### src/rtl/coeff_seq.sv
// Streams 1/k! coefficients from an external registered ROM through a
// 4-entry output FIFO, ascending or descending, with valid/ready backpressure.
module coeff_seq #(
    parameter int ADDR_WIDTH = 6,
    parameter int DATA_WIDTH = 32,
    parameter int NUM_COEFF  = 33
) (
    input  logic                  clk,
    input  logic                  rst_n,
    input  logic                  start,
    input  logic [ADDR_WIDTH:0]   num_terms,
    input  logic                  descend,
    output logic                  rom_rd,
    output logic [ADDR_WIDTH-1:0] rom_addr,
    input  logic [DATA_WIDTH-1:0] rom_data,
    output logic                  coeff_valid,
    input  logic                  coeff_ready,
    output logic [DATA_WIDTH-1:0] coeff_data,
    output logic [ADDR_WIDTH-1:0] coeff_idx,
    output logic                  coeff_last,
    output logic                  busy,
    output logic                  done,
    output logic                  err
);

    localparam int CW = ADDR_WIDTH + 1;
    localparam logic [CW-1:0] MAXN = CW'(NUM_COEFF);

    typedef enum logic [1:0] {IDLE, FETCH, DRAIN, FIN} state_t;

    state_t state;

    logic [CW-1:0] n_clamp;
    logic [CW-1:0] rem;
    logic          dir;
    logic          rd_last;

    logic                  v1;
    logic [ADDR_WIDTH-1:0] v1_idx;
    logic                  v1_last;
    logic                  cap_v;
    logic [DATA_WIDTH-1:0] cap_data;
    logic [ADDR_WIDTH-1:0] cap_idx;
    logic                  cap_last;

    logic [DATA_WIDTH-1:0] f_data [4];
    logic [ADDR_WIDTH-1:0] f_idx  [4];
    logic                  f_last [4];
    logic [1:0]            wr_ptr;
    logic [1:0]            rd_ptr;
    logic [2:0]            f_cnt;

    logic       pop;
    logic [3:0] total;
    logic       can_issue;

    assign n_clamp     = (num_terms > MAXN) ? MAXN : num_terms;
    assign coeff_valid = (f_cnt != 3'd0);
    assign coeff_data  = f_data[rd_ptr];
    assign coeff_idx   = f_idx[rd_ptr];
    assign coeff_last  = f_last[rd_ptr];
    assign pop         = coeff_valid & coeff_ready;

    // Slots claimed = FIFO entries + reads anywhere in the ROM pipeline;
    // a beat leaving this cycle frees its slot for a new read.
    assign total     = 4'(f_cnt) + 4'(rom_rd) + 4'(v1) + 4'(cap_v);
    assign can_issue = (total - 4'(pop)) < 4'd4;

    always_ff @(posedge clk) begin
        if (rst_n) begin
            state    <= IDLE;
            rom_rd   <= 1'b0;
            rom_addr <= '0;
            rd_last  <= 1'b0;
            rem      <= '0;
            dir      <= 1'b0;
            busy     <= 1'b0;
            done     <= 1'b0;
            err      <= 1'b0;
        end else begin
            done   <= 1'b0;
            err    <= 1'b0;
            rom_rd <= 1'b0;
            unique case (state)
                IDLE: begin
                    if (start) begin
                        if (num_terms == '0) begin
                            err  <= 1'b1;
                            done <= 1'b1;
                        end else begin
                            err      <= (num_terms > MAXN);
                            state    <= FETCH;
                            busy     <= 1'b1;
                            rom_rd   <= 1'b1;
                            rom_addr <= descend ?
                                        ADDR_WIDTH'(n_clamp - CW'(1)) : '0;
                            rd_last  <= (n_clamp == CW'(1));
                            rem      <= n_clamp - CW'(1);
                            dir      <= descend;
                        end
                    end
                end
                FETCH: begin
                    if (rem == '0) begin
                        state <= DRAIN;
                    end else if (can_issue) begin
                        rom_rd   <= 1'b1;
                        rom_addr <= dir ? rom_addr - 1'b1 : rom_addr + 1'b1;
                        rd_last  <= (rem == CW'(1));
                        rem      <= rem - CW'(1);
                    end
                end
                DRAIN: begin
                    if (pop && coeff_last) begin
                        state <= FIN;
                        done  <= 1'b1;
                    end
                end
                FIN: begin
                    state <= IDLE;
                    busy  <= 1'b0;
                end
                default: state <= IDLE;
            endcase
        end
    end

    always_ff @(posedge clk) begin
        if (rst_n) begin
            v1       <= 1'b0;
            v1_idx   <= '0;
            v1_last  <= 1'b0;
            cap_v    <= 1'b0;
            cap_data <= '0;
            cap_idx  <= '0;
            cap_last <= 1'b0;
            wr_ptr   <= '0;
            rd_ptr   <= '0;
            f_cnt    <= '0;
            for (int i = 0; i < 4; i++) begin
                f_data[i] <= '0;
                f_idx[i]  <= '0;
                f_last[i] <= 1'b0;
            end
        end else begin
            v1      <= rom_rd;
            v1_idx  <= rom_addr;
            v1_last <= rd_last;
            cap_v   <= v1;
            if (v1) begin
                cap_data <= rom_data;
                cap_idx  <= v1_idx;
                cap_last <= v1_last;
            end
            if (cap_v) begin
                f_data[wr_ptr] <= cap_data;
                f_idx[wr_ptr]  <= cap_idx;
                f_last[wr_ptr] <= cap_last;
                wr_ptr         <= wr_ptr + 2'd1;
            end
            if (pop) begin
                rd_ptr <= rd_ptr + 2'd1;
            end
            f_cnt <= f_cnt + 3'(cap_v) - 3'(pop);
        end
    end

endmodule

### config.mk
export PLATFORM = sky130hd
export DESIGN_NAME = coeff_seq
export DESIGN_NICKNAME = d
export VERILOG_FILES = /design/src/rtl/coeff_seq.sv
export SDC_FILE = /design/constraint.sdc
export NUM_CORES = 1
export LEC_CHECK = 0
export ABC_AREA = 0
export BUFFER_PORTS_ARGS = -buffer_cell sky130_fd_sc_hd__clkbuf_2
export CORE_ASPECT_RATIO = 1.1
export CORE_UTILIZATION = 25
export DETAILED_ROUTE_END_ITERATION = 10
export PLACE_DENSITY = 0.38
export SLEW_MARGIN = 20
export SYNTH_ARGS = -nofsm -noshare
export SYNTH_HDL_FRONTEND = slang
export SYNTH_SLANG_ARGS = --single-unit
### constraint.sdc
create_clock -name clk -period 4.45 [get_ports clk]
set_input_delay 0.445 -clock clk [delete_from_list [all_inputs] [get_ports clk]]
set_output_delay 0.445 -clock clk [all_outputs]
set_load 0.005 [all_outputs]
==> results.toml, run 1 <==
[power_and_ir_drop]
ir_drop_uv = 260
p_sw_mw = 2.00
seqPwrFrac_pct = 42.2
p_leak_nw = 4.58
clockPowerShare_pct = 34.1
intPower_mw = 4.65
pwr-share-comb_pct = 23.7
powerDensity_nw_per_um2 = 540
swShare_pct = 30.1

[logic_synthesis]
synth_top_area_share_pct = 45.3
yosysMostFrequentCell = "and2_1"
synthDistinctLibCells = 63
avgSynthCellArea_um2 = 13.5
synth_edf_count = 156
synth_area_um2 = 10400
synthTopCellsByCount = "157 x and2_1, 156 x edfxtp_1, 78 x dfxtp_1, 78 x nor2_1, 42 x mux2i_1"
synth-seq-cells = 234
yosys.area.top_type = "edfxtp_1"
synthArstFlopShare_pct = 0
ys_seq_area_share_pct = 60.3
yosysWarnings = 0
synth_nets = 834
synth_cells = 768
synth_top_flop_cell = "edfxtp_1"
synthTopCellsByArea = "edfxtp_1 45%, dfxtp_1 15%, and2_1 9.5%"

[setup_path]
ff2ff_setup_slack_ps = 970
crit_chain = "or3_1, and2_1, ha_1, inv_1, fa_1, ha_1, a31o_2, nor3_4, o21bai_4, o22ai_4, nor2_1, a311oi_2"
crit_type = "reg -> reg"
startpoint = "f_cnt[1]"
crit_slowest_cell = "o22ai_4"
arrival_ps = 3930
cp-endpoint = "rom_addr[5]"
timing.rr.end = "rom_addr[5]"
cpLargestDelayFamily = "compound AO/OA/AOI/OAI gates"
worst_setup_path_start_kind = "flip-flop"
crit-reg2reg-launch = "f_cnt[1]"
cp-end-kind = "flip-flop"
path_max_fanout = 17
slowest_delay_ps = 510
rr_worst_depth = 12
path_common_cell = "ha_1"
crit_buf_inv = 1
cp.depth = 12
crit_required_ps = 4910

[route]
drc = 0
routed_wl_mm = 25.7
via_per_inst = 4.27
drt_iter0_drc = 230
wl_per_cell_um = 18.4
ant_nets = 0
vias = 5951
dr.pass1.iters = 4

[clock_network]
clk_pin_slew_ps = 60
cts_setup_buffers = 0
cts_buffers = 28
cts.htree.levels = 1
cts_sinks = 234
clk_path_buf_depth = 3
cts_resized = 0
cts_tree = "yes"
clk_latency_ps = 550
cts_root_buffer = "clkbuf_16"
holdBufCountCts = 0

[cells_and_area]
final_nets = 925
layout-drive-gt1-share_pct = 24.7
areaGrowthSynthToFinish_pct = 18.9
num-fill-cells = 4101
post-route-cell-area_um2 = 12300

[timing]
post-route-period-util_pct = 78.1
fin_tns_setup_ps = 0
slew-limit-headroom_pct = 31.3
max_clock_freq_mhz = 288
rsz0062_at_grt = "false"
skew_ps = 24.5
worst_pin_slew_ps = 1030
min_period_ps = 3480
finalMaxSlewViolations = 0
final_hold_viol_count = 0
finalSetupViolations = 0

[outcome]
status = "complete, no violations"

[floorplanning]
die_w_um = 196
ios = 94
die_h_um = 215
core-area_um2 = 40500
start_util_pct = 25.6
num_rows = 77
dieArea_um2 = 42200

[grt]
grt_pass1_vias = 6468
grt_antenna_before_repair = 1
grt_overflow = 0
grt_max_degree = 48
grt.total_usage_pct = 12.6
grt_pass1_wl_mm = 40.0

[placed_design]
place_congestion = 0.682
port_buffers = 93
dpl_cell_area_um2 = 11400
dpl.hpwl_mm = 14.4

[job]
cap_violations = 0

[hold_path]
min_path_type = "in -> reg"
==> worst register-to-register path, stage by stage (launching register included) <==
cell and delay, ps:
dfxtp_1 330, or3_1 370, and2_1 270, ha_1 310, inv_1 40, fa_1 360, ha_1 280, a31o_2 230
nor3_4 210, o21bai_4 130, o22ai_4 510, nor2_1 110, a311oi_2 250
==> worst min-delay path by stage <==
stage / startpoint / end / slack, ps / depth (start not counted)
6_report: rom_data[9] / cap_data[9] / 130 / 3
5_1_grt: rom_data[9] / cap_data[9] / 110 / 3
4_1_cts: rom_data[9] / cap_data[9] / 100 / 3
3_5_place_dp: v1_idx[2] / cap_idx[2] / 460 / 2
3_3_place_gp: v1_last / cap_last / 440 / 2
2_1_floorplan: rd_last / v1_last / 440 / 1
==> layer usage <==
metal / vias up / share of wire, % / GRT usage, %
met4: 0 / 1.5 / 3.26
met5: - / 0 / 0
met1: 2887 / 44 / 15.9
li1: 2939 / - / -
met2: 103 / 50 / 22.1
met3: 22 / 4.1 / 2.17
==> per-stage QoR <==
stage / worst slack, ps / total power, mW / instances / utilization (%) / hold WS (ps)
2_1_floorplan: 1330 / 3.93 / 768 / - / 439
3_3_place_gp: 1010 / 4.48 / 1342 / 28.1 / 443
3_5_place_dp: 947 / 4.49 / 1342 / 28.1 / 456
4_1_cts: 918 / 6.80 / 1394 / 30.4 / 97.0
5_1_grt: 663 / 7.06 / 1394 / 30.4 / 112
6_report: 973 / 6.65 / 1395 / 30.4 / 130
==> flip-flops by register name (all words and copies together), names as in the netlist, 2 cells and up, named ones only <==
name	flops
f_data	128
cap_data	32
f_idx	24
rem	7
cap_idx	6
rom_addr	6
v1_idx	6
f_last	4
f_cnt	3
rd_ptr	2
state	2
wr_ptr	2
==> cells by family after synthesis <==
kind of cell	synth area share [%]
AND/OR/NAND/NOR	16.0
flip-flops	60.3
multiplexers	12.5
buffers and inverters	2.56
AO/OA/AOI/OAI	4.58
adder cells (fa/ha/maj)	2.88
XOR/XNOR	1.10
==> cell usage in the layout, fill, tap and decap left out, types with 4 or more instances in the layout <==
cell type	count
and2_1	157
edfxtp_1	156
clkbuf_2	92
nor2_1	78
dfxtp_1	75
mux2i_1	42
mux4_2	39
clkbuf_16	29
inv_1	19
ha_1	19
nand2_1	18
a21oi_1	17
buf_4	12
o21ai_0	9
clkbuf_8	8
xnor2_1	7
nor2b_1	7
clkinv_1	7
xor2_1	6
clkbuf_1	6
nor3_1	5
a211oi_1	4
==> power groups by stage <==
stage	clock network, mW	logic [mW]	registers, mW
4_1_cts	2.35	1.62	2.82
6_report	2.27	1.58	2.80
5_1_grt	2.43	1.76	2.87
3_3_place_gp	0	1.62	2.87
2_1_floorplan	0	1.27	2.66
3_5_place_dp	0	1.62	2.87
==> area by class of cell <==
cell class / instances / area [µm²] / share of cell area [%]
Timing Repair Buffer: 104 / 551 / 4.47
Antenna cell: 1 / 2.50 / 0.0203
Multi-Input combinational cell: 471 / 3860 / 31.4
Tap cell: 513 / 642 / 5.22
Sequential cell: 234 / 6250 / 50.8
Clock buffer: 43 / 858 / 6.98
Inverter: 20 / 75.1 / 0.610
Clock inverter: 9 / 61.3 / 0.498
No activity file was read; power rests on OpenSTA's default activity.
==> run 2: changes to the inputs <==
==> constraint.sdc (replaced) <==
create_clock -name clk -period 3.2 [get_ports clk]
set_input_delay 0.32 -clock clk [delete_from_list [all_inputs] [get_ports clk]]
set_output_delay 0.32 -clock clk [all_outputs]
set_load 0.005 [all_outputs]
==> results.toml, run 2 (same netlist as run 1, synthesis figures left out) <==
[outcome]
status = "complete, no violations"

[clock_network]
cts_buffers = 28
clk_pin_slew_ps = 60
cts.htree.levels = 1
clk_latency_ps = 540
clk_path_buf_depth = 3
cts_sinks = 234
cts_root_buffer = "clkbuf_16"
cts_tree = "yes"

[setup_path]
path_max_fanout = 8
crit_type = "reg -> reg"
cp-end-kind = "flip-flop"
arrival_ps = 3550
crit_required_ps = 3650
rr_worst_depth = 13
worst_setup_path_start_kind = "flip-flop"

[timing]
rsz0062_at_grt = "false"
final_hold_viol_count = 0
hold_ws_ps = 29.1
worst_pin_slew_ps = 836
skew_ps = 13.5
layout_setup_ws_ps = 97.7
finalSetupViolations = 0
slew-limit-headroom_pct = 44.3
finalMaxSlewViolations = 0
post-route-period-util_pct = 96.9
fin_tns_setup_ps = 0
max_clock_freq_mhz = 322
min_period_ps = 3100

[floorplanning]
ios = 94
die_w_um = 196
die_h_um = 215
start_util_pct = 25.6
num_rows = 77
dieArea_um2 = 42200
core-area_um2 = 40500

[cells_and_area]
finalNonFillerCells = 1427
post-route-cell-area_um2 = 12700
layout-drive-gt1-share_pct = 26.3
fin_util_pct = 31.4
top_regs = "f_data (128), cap_data (32), f_idx (24)"
largest_reg_flops = 128
mostFrequentLayoutCells = "156 x and2_1, 156 x edfxtp_1, 92 x clkbuf_2, 78 x nor2_1, 74 x dfxtp_1"
final_nets = 957
regMostFlops = "f_data"
areaGrowthSynthToFinish_pct = 22.6

[placed_design]
port_buffers = 93
placedCellCount = 1354
post-place-ws_ps = 76.5
dpl_cell_area_um2 = 11500
place_congestion = 0.707
dpl.hpwl_mm = 15.2

[grt]
grt_pass1_wl_mm = 40.4
grt_pass1_vias = 6528
grt.total_usage_pct = 12.6
grt_antenna_before_repair = 1
grt_max_degree = 42
grt_overflow = 0

[route]
dr.pass1.iters = 4
drc = 0
wl_per_cell_um = 18.3
drt_iter0_drc = 227
via_per_inst = 4.29
routed_wl_mm = 26.2
vias = 6124
ant_nets = 0

[power_and_ir_drop]
p_leak_nw = 4.73
powerDensity_nw_per_um2 = 743
total_power_mw = 9.43
ir_drop_uv = 358

[hold_path]
holdPathStages = 3
min_path_type = "in -> reg"

[job]
cap_violations = 0
## run 2: layer usage
layer / vias up / GRT usage (%) / part of all wire, %
met5: - / 0 / 0
met2: 92 / 21.8 / 49
met3: 35 / 2.16 / 3.5
met1: 3005 / 16.4 / 46
li1: 2992 / - / -
met4: 0 / 3.20 / 1.6
## run 2: worst paths after layout
check               startpoint      endpoint  slack, ps
setup / recovery      f_cnt[2]   rom_addr[5]        100
hold / removal    rom_data[22]  cap_data[22]         30
setup reg to reg      f_cnt[2]   rom_addr[5]        100
hold reg to reg      v1_idx[4]    cap_idx[4]        460
## run 2: worst max-delay path, cell delays in order (launching register included)
cell and delay [ps]:
dfxtp_2 310, or3_4 380, and2_4 160, ha_4 260, inv_2 30, fa_2 370, ha_4 250, a31o_4 230
nor3_4 220, o21bai_4 120, o22ai_4 260, buf_12 160, nor2_1 50, a311oi_2 220
## run 2: layout make-up
class	count	area [µm²]
fill	4099	27800
sequential	234	6250
multi-input combinational	471	3920
timing repair buffer	136	923
clock buffer	49	861
tap	513	642
inverter	20	75.1
clock inverter	3	13.8
antenna	1	2.50
## run 2: where the power goes
part	leakage, nW	switching, mW	total (mW)	internal (mW)
clock network	0.426	1.22	3.02	1.80
registers	2.25	0.295	3.80	3.51
logic	2.05	1.32	2.60	1.28
## run 2: repair_timing
| action | CTS | global route |
|---|---|---|
| resized for setup | 0 | 10 |
| hold endpoints to repair | 16 | 0 |
| endpoints found under the setup margin | 0 | 12 |
| hold buffers | 16 | 0 |
| setup buffers | 0 | 3 |
==> run 3: changes to the inputs <==
--- a/config.mk
+++ b/config.mk
@@ -6,11 +6,11 @@
 export NUM_CORES = 1
 export LEC_CHECK = 0
 export ABC_AREA = 0
-export BUFFER_PORTS_ARGS = -buffer_cell sky130_fd_sc_hd__clkbuf_2
 export CORE_ASPECT_RATIO = 1.1
 export CORE_UTILIZATION = 25
 export DETAILED_ROUTE_END_ITERATION = 10
-export PLACE_DENSITY = 0.38
+export DONT_BUFFER_PORTS = 1
+export PLACE_DENSITY = 0.36
 export SLEW_MARGIN = 20
 export SYNTH_ARGS = -nofsm -noshare
 export SYNTH_HDL_FRONTEND = slang
==> constraint.sdc (replaced) <==
create_clock -name clk -period 2.92 [get_ports clk]
set_input_delay 0.292 -clock clk [delete_from_list [all_inputs] [get_ports clk]]
set_output_delay 0.292 -clock clk [all_outputs]
set_load 0.005 [all_outputs]
==> results.toml, run 3 (same netlist as run 1, synthesis figures left out) <==
[outcome]
status = "complete, but fails checks"
failed_checks = "negative setup slack"

[cells_and_area]
areaGrowthSynthToFinish_pct = 21.7
largest_reg_flops = 128
mostFrequentLayoutCells = "156 x and2_1, 156 x edfxtp_1, 75 x nor2_1, 73 x dfxtp_1, 43 x dlygate4sd3_1"
top_regs = "f_data (128), cap_data (32), f_idx (24)"
post-route-cell-area_um2 = 12600
finalNonFillerCells = 1363
final_nets = 892
regMostFlops = "f_data"
layout-drive-gt1-share_pct = 19.3
fin_util_pct = 31.1

[power_and_ir_drop]
powerDensity_nw_per_um2 = 828
ir_drop_uv = 439
p_leak_nw = 4.59
total_power_mw = 10.4

[setup_path]
cp-end-kind = "flip-flop"
worst_setup_path_start_kind = "flip-flop"
arrival_ps = 3490
crit_required_ps = 3390
path_max_fanout = 7
crit-reg2reg-launch = "f_cnt[2]"
ff2ff_setup_slack_ps = -100
startpoint = "f_cnt[2]"
crit_type = "reg -> reg"

[clock_network]
clk_pin_slew_ps = 60
cts_root_buffer = "clkbuf_16"
cts_tree = "yes"
cts_buffers = 28
clk_path_buf_depth = 3
cts.htree.levels = 1
clk_latency_ps = 560
cts_sinks = 234

[timing]
layout_setup_ws_ps = -95.1
skew_ps = 19.2
post-route-period-util_pct = 103
final_hold_viol_count = 0
max_clock_freq_mhz = 332
min_period_ps = 3020
slew-limit-headroom_pct = 39.1
hold_ws_ps = 44.1
finalSetupViolations = 14
finalMaxSlewViolations = 0
worst_pin_slew_ps = 913
rsz0062_at_grt = "true"
fin_tns_setup_ps = -959

[route]
wl_met2_mm = 13.9
ant_nets = 0
drc = 0
dr.pass1.iters = 6
top_layer = "met4"
routed_wl_mm = 27.5
dr_wl_met3_mm = 1.21
via_per_inst = 4.48
vias = 6101
wl_met1_mm = 11.9
drt_iter0_drc = 302
wl_per_cell_um = 20.2

[hold_path]
hp-start = "num_terms[6]"
min_path_type = "in -> reg"

[placed_design]
post-place-ws_ps = -220
dpl.hpwl_mm = 15.3
place_congestion = 0.730
port_buffers = 0
dpl_cell_area_um2 = 11100
placedCellCount = 1262

[grt]
grt_overflow = 0
grt_pass1_wl_mm = 41.4
grt_max_degree = 44
grt_antenna_before_repair = 2
grt_pass1_vias = 6564
grt.total_usage_pct = 13.2

[floorplanning]
num_rows = 77
ios = 94
dieArea_um2 = 42200
die_w_um = 196
core-area_um2 = 40500
start_util_pct = 25.6
die_h_um = 215

[job]
cap_violations = 0
[run 3: cell count changes in the layout (fill, tap and decap cells not counted), moves of 2 or more]
cell           previous run  this run
buf_4                    21        19
buf_6                     0         2
bufinv_16                 0         2
clkbuf_1                 14         4
clkbuf_16                30        28
clkbuf_2                 92         0
clkinv_1                  1         4
clkinv_2                  2         7
dlygate4sd3_1            16        43
nor2_1                   78        75
nor2_2                    0         2
[run 3: layer usage]
layer | track usage, % | vias up
met1 | 16.4 | 3077
li1 | - | 2863
met5 | 0 | -
met4 | 3.91 | 0
met2 | 23.3 | 128
met3 | 2.13 | 33
[run 3: repair_timing]
| action | 4_1_cts | 5_1_grt |
|---|---|---|
| cloned | 0 | 0 |
| resized for setup | 9 | 5 |
| hold buffers | 44 | 0 |
| setup buffers | 3 | 0 |
| hold endpoints to repair | 78 | 0 |
| pin swaps | 16 | 2 |
| setup endpoints to repair | 14 | 15 |
[run 3: worst max-delay path, cell delays in order, from the launching register on]
cell      delay [ps]
dfxtp_2          330
or3_4            380
and2_4           180
ha_4             250
inv_2             30
fa_2             370
ha_4             220
a31o_4           220
nor3_4           210
o21bai_4         120
o22ai_4          240
buf_6            180
nor2_4            40
a211oi_2         160
[run 3: where the power goes]
part | switching (mW) | internal, mW | leakage (nW)
Clock | 1.39 | 2.08 | 0.462
Combinational | 1.45 | 1.36 | 1.88
Sequential | 0.325 | 3.84 | 2.25
Total | 3.16 | 7.28 | 4.59
[run 3: area by class of cell]
type,count,area (µm²)
flip-flops and latches,234,6250
diodes,2,5.00
clock inverters,14,126
clock buffers,38,798
multi-input cells,471,3970
well taps,513,642
repair buffers,71,736
inverters,20,75.1
fillers,4042,27900
[run 3: worst paths after layout]
| check | endpoint | cells after the start |
|---|---|---|
| worst max register to register | rom_addr[4] | 13 |
| worst max-delay path | rom_addr[4] | 13 |
| worst min-delay path | rom_addr[5] | 2 |
| worst min register to register | cap_last | 2 |
